[config.mk]
export PLATFORM = sky130hd
export DESIGN_NAME = mem_boot_loader
export DESIGN_NICKNAME = d
export VERILOG_FILES = /design/src/rtl/mem_boot_loader.sv
export SDC_FILE = /design/constraint.sdc
export NUM_CORES = 1
export LEC_CHECK = 0
export ABC_CLOCK_PERIOD_IN_PS = 2100
export BUFFER_PORTS_ARGS = -buffer_cell sky130_fd_sc_hd__buf_2
export CAP_MARGIN = 5
export CORE_ASPECT_RATIO = 0.5
export CORE_MARGIN = 1.5
export CORE_UTILIZATION = 52
export CTS_BUF_LIST = sky130_fd_sc_hd__clkbuf_8 sky130_fd_sc_hd__clkbuf_16
export CTS_CLUSTER_SIZE = 30
export DETAILED_ROUTE_END_ITERATION = 10
export GPL_TIMING_DRIVEN = 1
export HOLD_SLACK_MARGIN = 0.1
export PLACE_DENSITY = 0.76
export SLEW_MARGIN = 20
export SYNTH_ARGS = -nofsm -noshare
export SYNTH_HDL_FRONTEND = slang
export SYNTH_SLANG_ARGS = --single-unit
[constraint.sdc]
create_clock -name clk -period 2.1 [get_ports clk]
set_clock_uncertainty 0.05 [all_clocks]
set_input_delay 0.42 -clock clk [delete_from_list [all_inputs] [get_ports clk]]
set_output_delay 0.42 -clock clk [all_outputs]
set_load 0.02 [all_outputs]
[src/rtl/mem_boot_loader.sv]
// rtl/mem_boot_loader.sv - clears program memory, loads a framed image from a byte stream, verifies XOR checksum
module mem_boot_loader #(
  parameter int         ADDR_W    = 8,
  parameter int         MEM_BYTES = 256,
  parameter logic [7:0] FILL_EVEN = 8'h00,
  parameter logic [7:0] FILL_ODD  = 8'h00
) (
  input  logic              clk,
  input  logic              reset,
  input  logic [7:0]        rx_data,
  input  logic              rx_valid,
  output logic              rx_ready,
  input  logic              reload,
  output logic              mem_we,
  output logic [ADDR_W-1:0] mem_addr,
  output logic [7:0]        mem_wdata,
  output logic              cpu_reset,
  output logic              busy,
  output logic              done,
  output logic              error,
  output logic [ADDR_W:0]   bytes_loaded
);

  typedef enum logic [2:0] {
    S_FILL, S_WAIT_LEN, S_LOAD, S_CHECK, S_DONE, S_ERROR
  } state_t;

  typedef struct packed {
    logic rx_ready;
    logic busy;
    logic done;
    logic error;
    logic cpu_reset;
  } flags_t;

  localparam logic [ADDR_W:0] LAST_FILL = (ADDR_W+1)'(MEM_BYTES - 1);
  localparam logic [ADDR_W:0] CNT_ONE   = (ADDR_W+1)'(1);

  state_t          state;
  flags_t          flags;
  logic [ADDR_W:0] fill_cnt;
  logic [ADDR_W:0] len;
  logic [7:0]      csum;
  logic            xfer;

  // Status outputs are registered alongside the state they describe.
  function automatic flags_t flags_of(input state_t s);
    flags_t f;
    f.rx_ready  = (s == S_WAIT_LEN) || (s == S_LOAD) || (s == S_CHECK);
    f.busy      = f.rx_ready || (s == S_FILL);
    f.done      = (s == S_DONE);
    f.error     = (s == S_ERROR);
    f.cpu_reset = (s != S_DONE);
    return f;
  endfunction

  assign rx_ready  = flags.rx_ready;
  assign busy      = flags.busy;
  assign done      = flags.done;
  assign error     = flags.error;
  assign cpu_reset = flags.cpu_reset;
  assign xfer      = rx_valid && flags.rx_ready;

  always_ff @(posedge clk or negedge reset) begin
    if (!reset) begin
      state        <= S_FILL;
      flags        <= flags_of(S_FILL);
      fill_cnt     <= '0;
      len          <= '0;
      csum         <= '0;
      bytes_loaded <= '0;
      mem_we       <= 1'b0;
      mem_addr     <= '0;
      mem_wdata    <= '0;
    end else begin
      mem_we <= 1'b0;
      case (state)
        S_FILL: begin
          mem_we    <= 1'b1;
          mem_addr  <= fill_cnt[ADDR_W-1:0];
          mem_wdata <= fill_cnt[0] ? FILL_ODD : FILL_EVEN;
          fill_cnt  <= fill_cnt + CNT_ONE;
          if (fill_cnt == LAST_FILL) begin
            state <= S_WAIT_LEN;
            flags <= flags_of(S_WAIT_LEN);
          end
        end
        S_WAIT_LEN: begin
          if (xfer) begin
            len          <= (ADDR_W+1)'(rx_data);
            csum         <= '0;
            bytes_loaded <= '0;
            if (int'(rx_data) > MEM_BYTES) begin
              state <= S_ERROR;
              flags <= flags_of(S_ERROR);
            end else if (rx_data == 8'h00) begin
              state <= S_CHECK;
              flags <= flags_of(S_CHECK);
            end else begin
              state <= S_LOAD;
              flags <= flags_of(S_LOAD);
            end
          end
        end
        S_LOAD: begin
          if (xfer) begin
            mem_we       <= 1'b1;
            mem_addr     <= bytes_loaded[ADDR_W-1:0];
            mem_wdata    <= rx_data;
            csum         <= csum ^ rx_data;
            bytes_loaded <= bytes_loaded + CNT_ONE;
            if ((bytes_loaded + CNT_ONE) == len) begin
              state <= S_CHECK;
              flags <= flags_of(S_CHECK);
            end
          end
        end
        S_CHECK: begin
          if (xfer) begin
            if (rx_data == csum) begin
              state <= S_DONE;
              flags <= flags_of(S_DONE);
            end else begin
              state <= S_ERROR;
              flags <= flags_of(S_ERROR);
            end
          end
        end
        S_DONE, S_ERROR: begin
          if (reload) begin
            state        <= S_FILL;
            flags        <= flags_of(S_FILL);
            fill_cnt     <= '0;
            len          <= '0;
            csum         <= '0;
            bytes_loaded <= '0;
          end
        end
        default: begin
          state    <= S_FILL;
          flags    <= flags_of(S_FILL);
          fill_cnt <= '0;
        end
      endcase
    end
  end

endmodule

## After elaboration in Yosys (flattened, before gate mapping)

Index checks and enable logic that the tools add are counted.

| word-level totals | value |
|---|---|
| input port bits | 12 |
| register bits after elaboration | 60 |
| logic and storage cells | 78 |

| cells by class | value |
|---|---|
| bitwise operators | 2 |
| add/sub/neg operators | 2 |
| equality and inequality tests | 14 |
| multiplexer cells | 34 |
| reduce and logical (&&, ||, !) cells | 13 |

Operator list:

| operator | number |
|---|---|
| $pmux 9 s3 | 2 |
| $mux 8 | 5 |
| $mux 9 | 4 |
| $pmux 8 s2 | 2 |
| $mux 5 | 6 |
| $pmux 5 s5 | 1 |
| $pmux 8 s3 | 1 |
| $mux 3 | 7 |
| $add 9x1->9 const B | 2 |
| $pmux 9 s2 | 1 |
| $pmux 3 s5 | 1 |
| $ne 2x2->1 const B | 6 |
| $eq 9x8->1 const B | 1 |
| $eq 9x9->1 | 1 |
| $eq 8x8->1 | 1 |
| $logic_not 8->1 | 1 |
| $xor 8x8->8 | 1 |
| $eq 3x2->1 const B | 2 |
| $eq 3x3->1 const B | 2 |
| $reduce_and 6->1 | 1 |
| $reduce_and 2->1 | 2 |
| $reduce_and 4->1 | 1 |
| $reduce_bool 2->1 | 2 |
| $eq 3x1->1 const B | 1 |
| 9 further kinds | 11 |

## Depth between registers and ports, before layout

Gate-level depths: netlist of run 1.

| depth | value |
|---|---|
| depth in word-level cells | 5 |
| mapped depth | 10 |
| depth with buffers taken out | 9 |

## Least setup slack after synthesis of run 1

Ideal clock, no wire load.

| path | value |
|---|---|
| path type | flip-flop to flip-flop |
| from | reg bytes_loaded[0] |
| to | reg flags (netlist bit error) |
| data arrival time | 2095 ps |
| stages on the path, launching flop included | 8 |
| period minus slack after synthesis | 2274 ps |
| required time | 1921 ps |
| setup time | 129 ps |
| setup slack | -174 ps |
| cells stage by stage | dfrtp_1 > ha_1 > buf_2 > nand2_1 > or3_1 > a211oi_2 > o311ai_2 > o41a_1 |

| between the ends | value |
|---|---|
| cells in the longest elaborated chain, start to end | 4 |

RTL lines:

| element | RTL line | text |
|---|---|---|
| start: declaration | 21 | `output logic [ADDR_W:0] bytes_loaded` |
| start signal: assignment | 111 | `bytes_loaded <= bytes_loaded + CNT_ONE;` |
| $add 9x1->9 | 112 | `if ((bytes_loaded + CNT_ONE) == len) begin` |
| $eq 9x9->1 | 112 |  |
| $ne 2x2->1 (no source line) | -- |  |
| $reduce_and 6->1 (no source line) | -- |  |
| end signal: assignment | 114 | `flags <= flags_of(S_CHECK);` |
| end signal: assignment | 122 | `flags <= flags_of(S_DONE);` |
| end signal: assignment | 125 | `flags <= flags_of(S_ERROR);` |
| end: declaration | 40 | `flags_t flags;` |

Every way passes these cells.
A chain may end at the register's enable or synchronous reset.

## Worst setup path in the final report of run 1

| path | value |
|---|---|
| from | reg fill_cnt[1] |
| to | reg flags (netlist bit cpu_reset) |

| between the ends | value |
|---|---|
| cells in the longest elaborated chain, start to end | 3 |

RTL lines:

| element | RTL line | text |
|---|---|---|
| start: declaration | 41 | `logic [ADDR_W:0] fill_cnt;` |
| start signal: assignment | 82 | `fill_cnt <= fill_cnt + CNT_ONE;` |
| $eq 9x8->1 | 83 | `if (fill_cnt == LAST_FILL) begin` |
| $ne 2x2->1 (no source line) | -- |  |
| $reduce_and 6->1 (no source line) | -- |  |
| end signal: assignment | 85 | `flags <= flags_of(S_WAIT_LEN);` |
| end signal: assignment | 95 | `flags <= flags_of(S_ERROR);` |
| end signal: assignment | 98 | `flags <= flags_of(S_CHECK);` |

Every way passes these cells.

==> results of run 1 <==
[layer usage]
layer / vias to the layer above / track usage
li1: 1379 / -
met1: 1450 / 0.384
met2: 96 / 0.410
met3: 11 / 0.0797
met4: 0 / 0.0741
met5: - / 0
[through the flow]
step	util	setup slack (ps)	area, um2	instances
after global placement	0.637	13.0	3560	475
after global routing	0.722	-46.5	4030	499
after CTS	0.699	5.76	3900	494
final	0.722	27.3	4030	499
after detailed placement	0.637	-80.2	3560	475
after floorplan	-	7.49	3090	346
[synthesized netlist by cell type, types with 2 or more instances]
cell type   n  area (um2)
o21ai_0    45         225
nand2b_1    3        18.8
nor4_1      4        25.0
dfrtp_1    57        1430
dfstp_2     2        52.6
a31oi_1     2        12.5
or3_1       4        25.0
nor3_1      4        20.0
nand4b_1    2        17.5
inv_1       7        26.3
clkbuf_1   12        45.0
a21oi_1    18        90.1
nand3_1     7        35.0
xnor2_1     6        52.6
and3_1      3        18.8
buf_2       8        40.0
nand4_1     2        12.5
xor2_1     15         131
nor2_1     25        93.8
o31ai_1     5        37.5
nand2_1    61         229
and2_1      5        31.3
o22ai_1    17         106
nor2b_1     2        12.5
ha_1        3        37.5
or4_1       3        22.5
[worst paths after layout]
kind,startpoint,to,cells after the start
setup / recovery,fill_cnt[1],cpu_reset,10
hold / removal,rx_data[5],len[5],3
setup reg to reg,fill_cnt[1],cpu_reset,10
hold reg to reg,mem_wdata[1],mem_wdata[1],2
max in group asynchronous,reset,busy,3
min in group asynchronous,reset,bytes_loaded[4],3
[placed cells by master (no fill, tap or decap), types with 3 or more instances in the layout]
| cell type | n |
|---|---|
| buf_6 | 3 |
| dfrtp_1 | 55 |
| buf_4 | 38 |
| nand3_1 | 6 |
| clkbuf_16 | 9 |
| o21ai_1 | 5 |
| nor2_1 | 23 |
| inv_1 | 11 |
| buf_2 | 42 |
| xor2_1 | 15 |
| nor3_1 | 3 |
| and2_1 | 4 |
| and3_1 | 3 |
| o21ai_0 | 41 |
| o31ai_1 | 4 |
| xnor2_1 | 6 |
| nor4_1 | 3 |
| nand2_1 | 60 |
| a21oi_2 | 3 |
| a21oi_1 | 15 |
| o22ai_1 | 17 |
| or3_1 | 3 |
[cells by family (layout without fill, tap and decap cells)]
kind of cell    after synthesis  after routing  synth area share
compound gates              102            102             0.199
xor+xnor                     21             21            0.0599
fa+ha+maj                     3              3            0.0122
buf+inv                      27            107            0.0363
flops                        59             59             0.481
mux                           2              2           0.00692
simple gates                132            132             0.204
[power by group]
part,total (W),internal [W],switching (W)
logic,0.0000603,0.0000175,0.0000428
registers,0.00114,0.00114,0
clock network,0.00143,0.000929,0.000497
[worst max-delay path, cell delays in order (launching register included)]
cell      delay, ps
dfrtp_1         390
ha_2            200
nand3_2          80
nor2_2           40
ha_2            160
or4_4           430
o311ai_4        100
buf_6           180
a21oi_2          50
o21ai_1         210
o31ai_2         110
[registers in the layout, summed over array words and instances (netlist names)]
signal,count
fill_cnt,9
cpu_reset,1
mem_we,1
done,1
busy,1
state,3
rx_ready,1
csum,8
error,1
mem_addr,8
mem_wdata,8
len,8
bytes_loaded,9
[final cells by class]
cell class                      instances  area, um2  area share
Inverter                                7       26.3     0.00651
Multi-Input combinational cell        260       1610       0.398
Clock buffer                           10        239      0.0592
Sequential cell                        59       1480       0.367
Timing Repair Buffer                   84        539       0.134
Clock inverter                          6       50.0      0.0124
Tap cell                               73       91.3      0.0226
[repair_timing]
action | CTS | global route
hold buffers | 1 | 0
setup endpoints to repair | 5 | 6
hold endpoints to repair | 57 | 0
setup buffers | 2 | 5
pin swaps | 1 | 9
gates resized for setup | 8 | 22
==> key figures, run 1 <==
Synthesis
  • Register area share after synthesis: 0.481
  • Post-Synthesis Cells: 346
  • Avg Inst Size Synth: 8.88 um2
  • Post-synthesis async set-or-reset flop share: 1.00
  • Ys flop type: dfrtp_1
  • Number of synthesis warnings: 0
  • Cell Area, Synth: 3070 um2
  • EDFF count, synth: 0
  • Register bit total from synthesis: 59
  • Syn Nets: 361
  • Synth unique cells: 50

Routing
  • Top Layer Used: met4
  • Post-route DRC: 0
  • Met3 Wirelength: 477 um
  • DR WL met2: 3.76 mm
  • First drt pass iteration count: 7
  • Vias/cell: 5.88
  • Met1 Routed Length: 3.93 mm
  • Total number of vias: 2936
  • Final wirelength: 8.25 mm
  • Initial drt markers: 206
  • DRT antenna net count: 0
  • WL per Instance: 16.5 um

Floorplanning
  • Die height: 57.3 um
  • Row count: 19
  • Initial core utilization: 0.550
  • Die area: 6410 um2
  • Chip width: 112 um
  • Io pins: 43
  • Area of the core: 5590 um2

Timing
  • Fin. Hold Viols: 0
  • Relative slew margins: 0.701
  • Fmax achieved: 482 MHz
  • Final period util: 0.987
  • Unrepaired setup endpoints after global routing: yes
  • Fin. max-slew vios: 0
  • Final setup viols: 0
  • Final setup TNS: 0 ps
  • Worst Max-Slew Pin Slew: 448 ps
  • Min Tclk post-route: 2070 ps
  • Hold slack: 332 ps

Status
  • Status: finished clean

Global routing
  • First-pass GRT wire length: 13.5 mm
  • Largest net degree at the start of global routing: 33
  • Total track usage: 0.271
  • GRT Residual Overflow: 0
  • Antenna violations before repair: 0
  • Vias in the first global route: 2749

Placement
  • DPL Wire Length: 5.59 mm
  • RePlAce Congestion: 0.823
  • Port buffer count: 42

Worst setup path
  • Worst EP arrival: 2260 ps
  • R2R setup slack: 30 ps
  • Worst setup SP type: flip-flop
  • Data required, critical path: 2290 ps
  • WS Path Type: reg2reg
  • Max Fanout on Critical Path: 6
  • Critical Path Sink Type: flip-flop

Clock network
  • Skew-Pair Late Insertion Delay: 330 ps
  • Clk buf depth: 2
  • Total CTS buffers: 9
  • Clock sink total: 59
  • Htree depth: 3
  • CTS tree: yes
  • Clock root cell: clkbuf_16
  • CTS clk-pin slew, worst paths: 50 ps

Job
  • Max cap viols: 0

Pwr
  • PwrDens: 651 nW/um2
  • Pwr Total: 0.00263 W
  • Max VDD drop: 0.778 mV
  • Leak pwr: 1.92 nW

Hold path
  • Hold Crit Class: in2reg

Cells and area
  • N_diodes: 0
  • Layout area overhead: 31.3%
  • Layout Nets: 436
  • Layout fillers: 404
  • Layout cells sized above 1: 0.296
No activity file was read; power rests on OpenSTA's default activity.
==> run 2, diff against run 1 <==
ABC_CLOCK_PERIOD_IN_PS = 2000   (was 2100)
CELL_PAD_IN_SITES_DETAIL_PLACEMENT = 0   (was unset)
CELL_PAD_IN_SITES_GLOBAL_PLACEMENT = 1   (was unset)
CORE_UTILIZATION = 43   (was 52)
PLACE_DENSITY = unset   (was 0.76)
PLACE_DENSITY_LB_ADDON = 0.1   (was unset)
clock period = 2 ns   (was 2.1 ns; I/O delays follow)
==> key figures, run 2 (synthesis results as in run 1) <==
Worst setup path
  • CP peak stage delay: 430 ps (about the same)
  • Worst setup SP type: flip-flop
  • Max Fanout on Critical Path: 2 (-4)
  • Critical Path Sink Type: flip-flop
  • WS Path Type: reg2reg
  • Slowest library cell on the worst path: or4_4
  • CP Cell Sequence: ha_2, nand3_2, nor2_1, ha_2, or4_4, o311ai_4, mux2_4, a21oi_2, o41ai_1
  • Data required, critical path: 2190 ps (-100 ps)
  • Most frequent CP cell: ha_2
  • Worst EP arrival: 2250 ps (about the same)

Placement
  • Port buffer count: 42 (unchanged)
  • RePlAce Congestion: 0.907 (+10%)
  • DPL Wire Length: 5.81 mm (+3.9%)
  • Placed Area: 3660 um2 (+3.0%)
  • Placed Cells incl. Taps: 502 (+5.7%)
  • Placement Setup Slack: -114 ps (-33.6 ps)

Cells and area
  • Most frequent cells in the layout: nand2_1 (61), dfrtp_1 (55), buf_4 (43), buf_2 (42), o21ai_0 (41)
  • Post-Layout Cell Count: 522 (+4.6%)
  • Layout cells sized above 1: 0.286 (-0.00973)
  • N_diodes: 0 (unchanged)
  • Design area: 4030 um2 (unchanged)
  • Multi-input gate area: 1560 um2 (-2.6%)
  • Register area: 1480 um2 (unchanged)
  • Largest regs: bytes_loaded: 9 flops, fill_cnt: 9 flops
  • Layout fillers: 631 (+56%)
  • Layout Nets: 441 (+1.1%)
  • Commonest non-fill, non-tap cell in the layout: nand2_1
  • Layout area overhead: 31.3% (unchanged)

Timing
  • Unrepaired setup endpoints after global routing: yes
  • Worst Max-Slew Pin Slew: 592 ps (+143 ps)
  • Fmax achieved: 486 MHz (+0.81%)
  • Min Tclk post-route: 2060 ps (-16.7 ps)
  • Fin. Hold Viols: 0 (unchanged)
  • Post-route setup slack: -56.0 ps (-83.3 ps)
  • Relative slew margins: 0.605 (-0.0953)
  • Final setup viols: 5 (+5)
  • Fin. max-slew vios: 0 (unchanged)
  • Final period util: 1.03 (+0.0410)

Hold path
  • Hold Crit Class: in2reg

Routing
  • WL per Instance: 15.7 um (-5.0%)
  • Initial drt markers: 162 (-21%)
  • DRT antenna net count: 0 (unchanged)
  • Vias/cell: 5.42 (-7.9%)
  • Total number of vias: 2828 (-3.7%)
  • Final wirelength: 8.20 mm (-0.62%)
  • First drt pass iteration count: 4 (-3)
  • Post-route DRC: 0 (unchanged)

Global routing
  • Vias in the first global route: 2694 (-2.0%)
  • GRT Residual Overflow: 0 (unchanged)
  • Largest net degree at the start of global routing: 29 (-12%)
  • Antenna violations before repair: 0 (unchanged)
  • First-pass GRT wire length: 13.6 mm (+1.0%)
  • Total track usage: 0.234 (-0.0370)

Pwr
  • PwrDens: 649 nW/um2 (-0.25%)
  • Clock Power Share: 0.518 (-0.025)
  • Sw Pwr: 0.000556 W (+3.0%)
  • Pwr Total: 0.00262 W (-0.25%)
  • Max VDD drop: 0.457 mV (-41%)
  • Combinational share of power: 0.026 (+0.003)
  • Part of the power in registers: 0.457 (+0.023)
  • Leak pwr: 1.91 nW (-0.30%)
  • Switching Share: 0.212 (+0.00665)
  • P_int: 0.00206 W (-1.1%)

Floorplanning
  • Initial core utilization: 0.451 (-0.0985)
  • Row count: 21 (+2)
  • Io pins: 43 (unchanged)
  • Die area: 7690 um2 (+20%)
  • Area of the core: 6810 um2 (+22%)
  • Die height: 62.8 um (+9.5%)
  • Chip width: 123 um (+9.7%)

Clock network
  • Total CTS buffers: 9 (unchanged)
  • Clk buf depth: 2 (unchanged)
  • Skew-Pair Late Insertion Delay: 330 ps (about the same)
  • Clock root cell: clkbuf_16
  • Clock sink total: 59 (unchanged)
  • CTS tree: yes
  • CTS clk-pin slew, worst paths: 50 ps (about the same)
  • Htree depth: 3 (unchanged)

Job
  • Max cap viols: 0 (unchanged)

Status
  • Status: finished with violations
  • Failing checks: negative setup slack
run 2: cell count changes in the layout (fill, tap and decap cells not counted), sizes merged:
cell and change:
inv -2, clkinv +2, bufinv -1, buf +5
run 2: path summary, 6_finish.rpt:
kind	start	endpoint	slack (ps)	cells after the start
min reg2reg	mem_wdata[6]	mem_wdata[6]	420	2
max in group asynchronous	reset	busy	700	3
min in group asynchronous	reset	mem_addr[4]	570	2
max reg2reg	fill_cnt[0]	busy	-60	9
max	fill_cnt[0]	busy	-60	9
min	rx_data[5]	len[5]	310	3
run 2: power by group through the flow:
stage               clock network, W  registers, W   logic (W)
floorplan                          0       0.00122  0.00000966
global placement                   0       0.00122   0.0000664
detailed placement                 0       0.00122   0.0000679
CTS                          0.00139       0.00120   0.0000695
global route                 0.00145       0.00119   0.0000777
finish                       0.00136       0.00120   0.0000675
run 2: through the flow:
step | utilization | hold WS [ps] | setup TNS (ps)
3_3_place_gp | 0.539 | 368 | -202
2_1_floorplan | - | 54.4 | -36.5
5_1_grt | 0.593 | 324 | -634
6_report | 0.593 | 311 | -123
3_5_place_dp | 0.539 | 383 | -428
4_1_cts | 0.590 | 299 | -82.7
run 2: layout make-up:
type / count / share of cell area
multi-input cells: 260 / 0.388
inverters: 7 / 0.00651
clock inverters: 5 / 0.00558
clock buffers: 10 / 0.0592
flip-flops and latches: 59 / 0.367
well taps: 92 / 0.0285
repair buffers: 89 / 0.145
run 2: metal layers:
layer	wire, um	GRT usage	part of all wire
met5	0	0	0
met4	44	0.0843	0.0054
met3	370	0.0630	0.045
met2	3610	0.335	0.44
met1	4180	0.338	0.51
run 2: critical path: cells and delay by family, from the launching register on:
| family | cells | cell delay, ps |
|---|---|---|
| compound gates | 3 | 290 |
| fa+ha+maj | 2 | 370 |
| mux | 1 | 330 |
| simple gates | 3 | 540 |
| flops | 1 | 380 |
run 2: timing repair:
action,4_1_cts,5_1_grt
cloned,0,0
pin swaps,3,3
gates resized for setup,9,7
buffers inserted,4,0
hold buffers,1,0
hold endpoints to repair,20,0
endpoints found under the setup margin,6,6
==> run 3, diff against run 2 <==
BUFFER_PORTS_ARGS = unset   (was -buffer_cell sky130_fd_sc_hd__buf_2)
CAP_MARGIN = 20   (was 5)
CORE_UTILIZATION = 48   (was 43)
CTS_CLUSTER_SIZE = 24   (was 30)
DONT_BUFFER_PORTS = 1   (was unset)
==> key figures, run 3 (synthesis results as in run 1) <==
Cells and area
  • N_diodes: 0 (unchanged)
  • Layout Nets: 407 (-7.7%)
  • Largest regs: bytes_loaded: 9 flops, fill_cnt: 9 flops
  • Post-Layout Cell Count: 485 (-7.1%)
  • Layout area overhead: 28.0%
  • Layout cells sized above 1: 0.247 (-0.0392)
  • Most frequent cells in the layout: nand2_1 (61), dfrtp_1 (55), buf_4 (50), o21ai_0 (42), nor2_1 (22)
  • Commonest non-fill, non-tap cell in the layout: nand2_1

Timing
  • Fmax achieved: 483 MHz (-0.69%)
  • Unrepaired setup endpoints after global routing: yes
  • Hold slack: 148 ps (-163 ps)
  • Fin. Hold Viols: 0 (unchanged)
  • Min Tclk post-route: 2070 ps (+14.3 ps)
  • Worst Max-Slew Pin Slew: 468 ps (-124 ps)
  • Post-route setup slack: -70.4 ps (-14.3 ps)
  • Relative slew margins: 0.685 (+0.0797)
  • Final period util: 1.04 (+0.00717)
  • Final setup viols: 5 (unchanged)
  • Fin. max-slew vios: 0 (unchanged)

Status
  • Failing checks: negative setup slack
  • Status: finished with violations

Routing
  • First drt pass iteration count: 4 (unchanged)
  • Initial drt markers: 168 (+3.7%)
  • Post-route DRC: 0 (unchanged)
  • WL per Instance: 16.6 um (+5.7%)
  • Total number of vias: 2726 (-3.6%)
  • DRT antenna net count: 0 (unchanged)
  • Vias/cell: 5.62 (+3.7%)
  • Final wirelength: 8.05 mm (-1.8%)

Worst setup path
  • CP Cell Sequence: ha_4, nand2_1, or3_1, a211oi_2, o311ai_4, o41a_1
  • Critical Path Sink Type: flip-flop
  • Data required, critical path: 2150 ps (-40 ps)
  • Worst setup SP type: flip-flop
  • Cell family with most CP delay: compound AO/OA/AOI/OAI gates
  • Worst EP arrival: 2220 ps (-30 ps)
  • Bufs and invs on worst path: 0 (unchanged)
  • WS Path Type: reg2reg
  • Slowest library cell on the worst path: dfrtp_2
  • Max Fanout on Critical Path: 8 (+6)
  • CP peak stage delay: 430 ps (about the same)

Placement
  • Port buffer count: 0 (-100%)
  • DPL Wire Length: 5.59 mm (-3.8%)
  • RePlAce Congestion: 0.880 (-3.0%)
  • Placed Cells incl. Taps: 462 (-8.0%)

Floorplanning
  • Io pins: 43 (unchanged)
  • Initial core utilization: 0.501 (+0.0497)
  • Row count: 20 (-4.8%)
  • Chip width: 116 um (-5.2%)
  • Area of the core: 6130 um2 (-9.9%)
  • Die area: 6920 um2 (-10%)
  • Die height: 59.6 um (-5.1%)

Global routing
  • Routing usage on met3: 0.0941 (+0.0311)
  • M1 GR Usage: 0.357 (+0.0198)
  • First-pass GRT wire length: 13.3 mm (-2.7%)
  • Vias in the first global route: 2639 (-2.0%)
  • GRT Residual Overflow: 0 (unchanged)
  • Antenna violations before repair: 0 (unchanged)
  • Largest net degree at the start of global routing: 60 (+110%)
  • Total track usage: 0.255 (+0.0219)
  • GRT Max-Usage Layer: met2
  • GR Util met2: 0.387 (+0.0522)

Clock network
  • CTS clk-pin slew, worst paths: 50 ps (about the same)
  • CTS tree: yes
  • Total CTS buffers: 9 (unchanged)
  • Clock sink total: 59 (unchanged)
  • Clk buf depth: 2 (unchanged)
  • Htree depth: 3 (unchanged)
  • Clock root cell: clkbuf_16
  • Skew-Pair Late Insertion Delay: 320 ps (about the same)

Pwr
  • Max VDD drop: 0.452 mV (-1.3%)
  • PwrDens: 678 nW/um2 (+4.4%)
  • Leak pwr: 1.79 nW (-6.5%)
  • Pwr Total: 0.00267 W (+1.8%)

Job
  • Max cap viols: 0 (unchanged)

Hold path
  • Hold Crit Class: in2reg
## run 3: cell types whose count changed in the layout (fill, tap and decap cells not counted), sizes merged
cell      delta
clkinv       -1
clkinvlp     +2
clkbuf       +1
buf         -34
inv          -1
## run 3: repair_timing
| action | CTS | global route |
|---|---|---|
| hold endpoints to repair | 59 | 0 |
| resized for setup | 13 | 10 |
| buffers inserted | 5 | 0 |
| setup endpoints to repair | 6 | 20 |
| hold buffers | 2 | 0 |
| pin swaps | 4 | 2 |
## run 3: report_power, final
group	switching, W	total (W)	internal [W]
Clock	0.000532	0.00143	0.000895
Sequential	0	0.00120	0.00120
Combinational	0.0000297	0.0000440	0.0000142
## run 3: cell type report
class                   instances  area (um2)
fillers                       530        2200
clock buffers                  11         253
repair buffers                 55         447
well taps                      88         110
flip-flops and latches         59        1480
clock inverters                 5        28.8
multi-input cells             260        1590
inverters                       7        26.3
## run 3: path summary, 6_finish.rpt
kind,endpoint,start,slack (ps),cells past startpoint
max in group asynchronous,busy,reset,1030,2
max reg2reg,error,bytes_loaded[1],-70,6
min in group asynchronous,fill_cnt[1],reset,550,2
min,mem_wdata[0],rx_data[0],150,2
max,error,bytes_loaded[1],-70,6
min reg2reg,fill_cnt[8],fill_cnt[8],430,2
## run 3: per-layer routing
metal,vias up,part of all wire
met1,1321,0.48
met3,3,0.066
met4,0,0.0030
met2,74,0.45
met5,-,0
li1,1328,-
## run 3: metrics by stage
step	area, um2	setup WS [ps]	TNS, ps	util
after global placement	3480	-58.5	-153	0.568
final	3930	-70.4	-153	0.641
after detailed placement	3480	-136	-578	0.568
after global routing	3930	-131	-550	0.641
after CTS	3900	-67.6	-214	0.636
after floorplan	3110	-17.8	-36.5	-
